## src/rtl/flash_word_reader.sv

```systemverilog
// Word reader for the DE2-115 parallel NOR flash in byte mode: reset pulse,
// then two byte reads per toggle request, assembled big-endian into 16 bits.
`timescale 1ns/1ps
module flash_word_reader #(
  parameter int READ_CYCLES    = 6,
  parameter int RST_LOW_CYCLES = 32,
  parameter int RST_REC_CYCLES = 4
) (
  input  logic        iclk,
  input  logic        ireset,
  input  logic        ireq,
  input  logic [22:0] iaddr,
  output logic        oack,
  output logic [15:0] odata,
  output logic        oready,
  output logic [22:0] ofl_addr,
  input  logic [7:0]  ifl_dq,
  output logic        ofl_ce_n,
  output logic        ofl_oe_n,
  output logic        ofl_we_n,
  output logic        ofl_rst_n,
  output logic        ofl_wp_n,
  output logic [2:0]  odbg_state
);

  // Handshake: a request is pending whenever the synchronized ireq level
  // differs from oack; oack is set equal to that level once odata is valid.

  typedef enum logic [2:0] {
    ST_RST_LOW = 3'd0,
    ST_RST_REC = 3'd1,
    ST_IDLE    = 3'd2,
    ST_READ_LO = 3'd3,
    ST_READ_HI = 3'd4,
    ST_DONE    = 3'd5
  } state_t;

  localparam logic [7:0] LOW_LAST = 8'(RST_LOW_CYCLES - 1);
  localparam logic [7:0] REC_LAST = 8'(RST_REC_CYCLES - 1);
  localparam logic [7:0] RD_LAST  = 8'(READ_CYCLES - 1);

  state_t     state, state_n;
  logic [7:0] cnt;
  logic       req_s1, req_s2;
  logic [7:0] hi_byte, lo_byte;
  logic       pending;
  logic       unused_addr_lsb;

  assign unused_addr_lsb = iaddr[0];
  assign pending    = (req_s2 != oack);
  assign ofl_we_n   = 1'b1;
  assign ofl_wp_n   = 1'b1;
  assign odbg_state = state;

  always_comb begin
    state_n = state;
    case (state)
      ST_RST_LOW: if (cnt == LOW_LAST) state_n = ST_RST_REC;
      ST_RST_REC: if (cnt == REC_LAST) state_n = ST_IDLE;
      ST_IDLE:    if (pending)         state_n = ST_READ_LO;
      ST_READ_LO: if (cnt == RD_LAST)  state_n = ST_READ_HI;
      ST_READ_HI: if (cnt == RD_LAST)  state_n = ST_DONE;
      ST_DONE:                         state_n = ST_IDLE;
      default:                         state_n = ST_RST_LOW;
    endcase
  end

  always_ff @(posedge iclk) begin
    if (ireset) begin
      state     <= ST_RST_LOW;
      cnt       <= 8'd0;
      req_s1    <= 1'b0;
      req_s2    <= 1'b0;
      oack      <= 1'b0;
      odata     <= 16'd0;
      oready    <= 1'b0;
      ofl_addr  <= 23'd0;
      ofl_ce_n  <= 1'b1;
      ofl_oe_n  <= 1'b1;
      ofl_rst_n <= 1'b0;
      hi_byte   <= 8'd0;
      lo_byte   <= 8'd0;
    end else begin
      req_s1 <= ireq;
      req_s2 <= req_s1;
      state  <= state_n;
      if (state_n != state || state == ST_IDLE) cnt <= 8'd0;
      else                                      cnt <= cnt + 8'd1;
      // Flash pins are registered from the next state so they stay glitch-free.
      ofl_ce_n  <= !(state_n == ST_READ_LO || state_n == ST_READ_HI);
      ofl_oe_n  <= !(state_n == ST_READ_LO || state_n == ST_READ_HI);
      ofl_rst_n <= (state_n != ST_RST_LOW);
      if (state == ST_RST_REC && state_n == ST_IDLE) oready <= 1'b1;
      if (state == ST_IDLE && state_n == ST_READ_LO) ofl_addr <= {iaddr[22:1], 1'b0};
      if (state == ST_READ_LO && state_n == ST_READ_HI) begin
        hi_byte     <= ifl_dq;
        ofl_addr[0] <= 1'b1;
      end
      if (state == ST_READ_HI && state_n == ST_DONE) lo_byte <= ifl_dq;
      if (state == ST_DONE) begin
        odata <= {hi_byte, lo_byte};
        oack  <= req_s2;
      end
    end
  end

endmodule

```

## config.mk

```make
export PLATFORM = sky130hd
export DESIGN_NAME = flash_word_reader
export DESIGN_NICKNAME = d
export VERILOG_FILES = /design/src/rtl/flash_word_reader.sv
export SDC_FILE = /design/constraint.sdc
export NUM_CORES = 1
export LEC_CHECK = 0
export BUFFER_PORTS_ARGS = -buffer_cell sky130_fd_sc_hd__clkbuf_2
export CAP_MARGIN = 5
export CORE_UTILIZATION = 46
export DETAILED_ROUTE_END_ITERATION = 7
export PLACE_DENSITY = 0.85
export SLEW_MARGIN = 20
export SYNTH_ARGS = -nofsm -noshare
export SYNTH_HDL_FRONTEND = slang
export SYNTH_SLANG_ARGS = --single-unit
export TNS_END_PERCENT = 10
```

## constraint.sdc

```tcl
create_clock -name iclk -period 1.5 [get_ports iclk]
set_clock_uncertainty 0.15 [all_clocks]
set_input_delay 0.075 -clock iclk [delete_from_list [all_inputs] [get_ports iclk]]
set_output_delay 0.075 -clock iclk [all_outputs]
set_load 0.1 [all_outputs]
```

==> metrics.md <==
| Metric | Value |
|---|---|
| Die X | 80.1 um |
| Run status | finished, violations left |
| Via count of the first global-routing pass | 2638 |
| Final Hold Fails | 0 |
| Initial DRT Pass Iterations | 4 |
| Area of the die | 0.00642 mm2 |
| Proportion of synthesized chip area in sequential cells | 0.514 |
| Critical path data arrival time | 1.72 ns |
| Total wire length after detailed routing | 7560 um |
| Buffers on Ports | 79 |
| Number of cell instances on the worst register-to-register path | 5 |
| Total number of H-tree levels | 3 |
| Total grt overflow | 0 |
| Share of the synthesized area in compound gates (AO/OA/AOI/OAI) | 0.124 |
| Failing checks | setup timing |
| Highest clock frequency the design can meet | 596 MHz |
| Root buffer cell | sky130_fd_sc_hd__clkbuf_8 |
| HPWL Detailed | 4520 um |
| Effective utilization at floorplan | 0.477 |
| Adder and majority cell fraction of the synthesized area | 0.00892 |
| Remaining routing DRC violations | 0 |
| Final worst-path setup slack | -0.177 ns |
| Worst setup path end | ofl_rst_n$_SDFF_PP0_ |
| Min cycle time layout | 1.68 ns |
| Launch point of the worst path | cnt[0]$_SDFF_PP0_ |
| Clock group share of total power | 0.413 |
| Post-CTS clock slew at the launch and capture registers of the worst setup and hold paths | 0.07 ns |
| Biggest fanout along the worst timing path | 7 |
| Number of nets in the final layout | 486 |
| Later-pin clock latency in the skew report | 0.34 ns |
| RSZ-0062 raised after global routing | true |
| Number of instances in the placed design | 479 |
| Reported net switching power | 0.000811 W |
| Area growth from synthesis to layout | 48.7% |
| Slew Limit Fails | 0 |
| Antenna cells | 0 |
| Leak pwr | 1.79 nW |
| Non-filler instance count after layout | 529 |
| Global-route wire length before repair | 11800 um |
| Post-DRT Antenna Nets | 0 |
| Routed WL per cell | 14.3 um |
| Nature of the critical path endpoint | flop |
| Violation count after the first detailed-routing iteration | 114 |
| YS warnings | 0 |
| Clk sinks | 72 |
| Max rail drop VDD | 856 uV |
| Maximum count of clock buffers along a single path | 2 |
| Core Area | 0.00589 mm2 |
| Combinational share of power | 0.069 |
| TritonCTS clock tree | built |
| Dominant combinational cell family by area after synthesis | simple AND/OR/NAND/NOR gates |
| Layout cells sized above 1 | 0.368 |
| Post-synthesis cell count | 321 |
| Part of the total power dissipated in sequential elements | 0.517 |
| Area fraction in and, or, nand and nor cells after synthesis | 0.219 |
| Total of flip-flops plus latches after synthesis | 72 |
| Post-Route Utilization | 0.709 |
| Power Density | 890 mW/mm2 |
| Number of vias in the routed layout | 2706 |
| Pin slew with the least headroom to its limit | 0.554 ns |
| Synthesized-area fraction occupied by xor and xnor cells | 0.0218 |
| Endpoint of the worst-slack reg-to-reg timing path | ofl_rst_n$_SDFF_PP0_ |
| GRT Util Overall | 0.241 |
| Post-synthesis mux area share | 0.0571 |
| Die height | 80.1 um |
| Internal Dissipation | 0.00291 W |
| Number of maximum-capacitance violations | 0 |
| Sort of element at the start of the critical path | flop |
| CTS Buf Count | 9 |
| Post-route clock period utilization | 1.12 |
| Mean number of vias per cell | 5.12 |
| Total setup violations reported at the end of the flow | 29 |
| Switching power share of the total | 0.218 |
| Class of the most critical hold timing path | input pin to flop |
| Relative slew slack | 0.632 |
| Maximum number of pins on one net before global-route repair | 43 |
| Netlist cell types | 37 |
| Number of placement rows | 28 |
| Routability congestion estimate | 0.852 |
| Setup Crit Path Kind | flop to flop |
| Critical Path RT | 1.55 ns |
| Critical R2R Launch | cnt[0]$_SDFF_PP0_ |
| Number of antenna violations at the first check in global routing | 0 |
| Slack of the worst reg-to-reg path | -0.18 ns |
| Num ports | 83 |
| Post-synthesis instance area | 0.00281 mm2 |
| Mean Syn Cell Area | 8.74 um2 |
-- power groups by stage --
stage	combinational, W	clock, W	sequential (W)
floorplan	0.0000824	0	0.00196
global placement	0.000153	0	0.00196
detailed placement	0.000156	0	0.00196
CTS	0.000240	0.00156	0.00192
global route	0.000275	0.00165	0.00192
finish	0.000258	0.00154	0.00192
-- cell families after synthesis --
| group | after synthesis |
|---|---|
| multiplexers | 16 |
| adder cells (fa/ha/maj) | 2 |
| other | 1 |
| AND/OR/NAND/NOR | 135 |
| XOR/XNOR | 7 |
| AO/OA/AOI/OAI | 60 |
| buffers and inverters | 28 |
| flip-flops | 72 |
-- state kept, by name, summed over array words and instances (netlist names) --
register    flops
ofl_addr       23
odata          16
cnt             8
hi_byte         8
lo_byte         8
odbg_state      3
oack            1
ofl_oe_n        1
ofl_rst_n       1
oready          1
req_s1          1
req_s2          1
-- Yosys cell counts, drive strengths merged --
cell type,number,area [um2]
and3b,1,8.76
a41oi,2,17.5
o21ai,2,13.8
xor2,3,26.3
clkbuf,7,26.3
a211oi,5,37.5
a31o,1,8.76
nor2b,5,38.8
or2,1,6.26
nor3,1,16.3
a21oi,44,220
mux2i,16,160
nand3,10,55.1
inv,4,15.0
buf,17,110
a221oi,1,8.76
a21boi,1,7.51
nor2,23,86.3
and3,3,18.8
o211ai,1,12.5
nor3b,3,27.5
nand4,3,18.8
xnor2,4,35.0
ha,2,25.0
nor4,1,6.26
a31oi,2,12.5
conb,1,3.75
nand3b,1,7.51
dfxtp,72,1440
and4bb,1,16.3
nand2,82,308
a41o,1,10.0
-- per-layer routing --
layer | up-vias | global-route usage | share of wire
li1 | 1323 | - | -
met1 | 1287 | 0.277 | 0.42
met2 | 81 | 0.420 | 0.52
met3 | 15 | 0.0648 | 0.045
met4 | 0 | 0.102 | 0.016
met5 | - | 0 | 0
-- per-stage QoR --
step | instance area [um2] | worst slack [ns] | total power [W] | setup TNS (ns) | hold slack [ns]
5_1_grt | 4170 | -0.270 | 0.00384 | -6.07 | 0.0391
3_5_place_dp | 3460 | -0.199 | 0.00212 | -3.40 | 0.151
4_1_cts | 4080 | -0.151 | 0.00372 | -2.69 | 0.0150
3_3_place_gp | 3460 | -0.108 | 0.00212 | -1.75 | 0.146
6_report | 4170 | -0.177 | 0.00372 | -3.13 | 0.0307
2_1_floorplan | 2840 | -0.148 | 0.00205 | -7.34 | 0.0532
-- layout make-up --
| cell class | count | area (um2) |
|---|---|---|
| Timing Repair Buffer | 141 | 1020 |
| Multi-Input combinational cell | 222 | 1390 |
| Sequential cell | 72 | 1460 |
| Fill cell | 410 | 1710 |
| Tap cell | 75 | 93.8 |
| Clock inverter | 3 | 40.0 |
| Clock buffer | 12 | 156 |
| Inverter | 4 | 17.5 |
-- worst min-delay path by stage --
stage / start / endpoint / slack, ns / depth (start not counted)
after floorplan: ireq / req_s1$_SDFF_PP0_ / 0.05 / 1
after global placement: ireq / req_s1$_SDFF_PP0_ / 0.15 / 2
after detailed placement: ireq / req_s1$_SDFF_PP0_ / 0.15 / 2
after CTS: ireset / odbg_state[2]$_SDFF_PP0_ / 0.02 / 3
after global routing: ireset / odbg_state[2]$_SDFF_PP0_ / 0.04 / 3
final: ireset / odbg_state[2]$_SDFF_PP0_ / 0.03 / 3
-- cell usage in the layout (no fill, tap or decap), types with 8 or more instances in the layout --
cell                            Yosys  final
sky130_fd_sc_hd__nand3_1            9      8
sky130_fd_sc_hd__nand2_1           82     81
sky130_fd_sc_hd__buf_4             10     28
sky130_fd_sc_hd__clkbuf_8           0      9
sky130_fd_sc_hd__a21oi_1           44     31
sky130_fd_sc_hd__dlygate4sd3_1      0     31
sky130_fd_sc_hd__nor2_1            23     22
sky130_fd_sc_hd__mux2i_1           16     15
sky130_fd_sc_hd__a21oi_2            0     13
sky130_fd_sc_hd__clkbuf_2           0     75
sky130_fd_sc_hd__dfxtp_1           72     66
-- repair_timing --
action / 4_1_cts / 5_1_grt
setup buffers: 2 / 2
endpoints found under the setup margin: 32 / 61
hold buffers: 31 / 0
pin swaps: 8 / 5
resized for setup: 22 / 21
endpoints found under the hold margin: 39 / 0
-- worst max-delay path, stage by stage, from the launching register on --
cell and delay [ns]:
sky130_fd_sc_hd__dfxtp_4 0.37, sky130_fd_sc_hd__ha_2 0.20, sky130_fd_sc_hd__nor3b_1 0.21, sky130_fd_sc_hd__a31oi_1 0.10, sky130_fd_sc_hd__o21ai_4 0.32, sky130_fd_sc_hd__a41oi_2 0.18
Power figures use the tool's default switching activity.
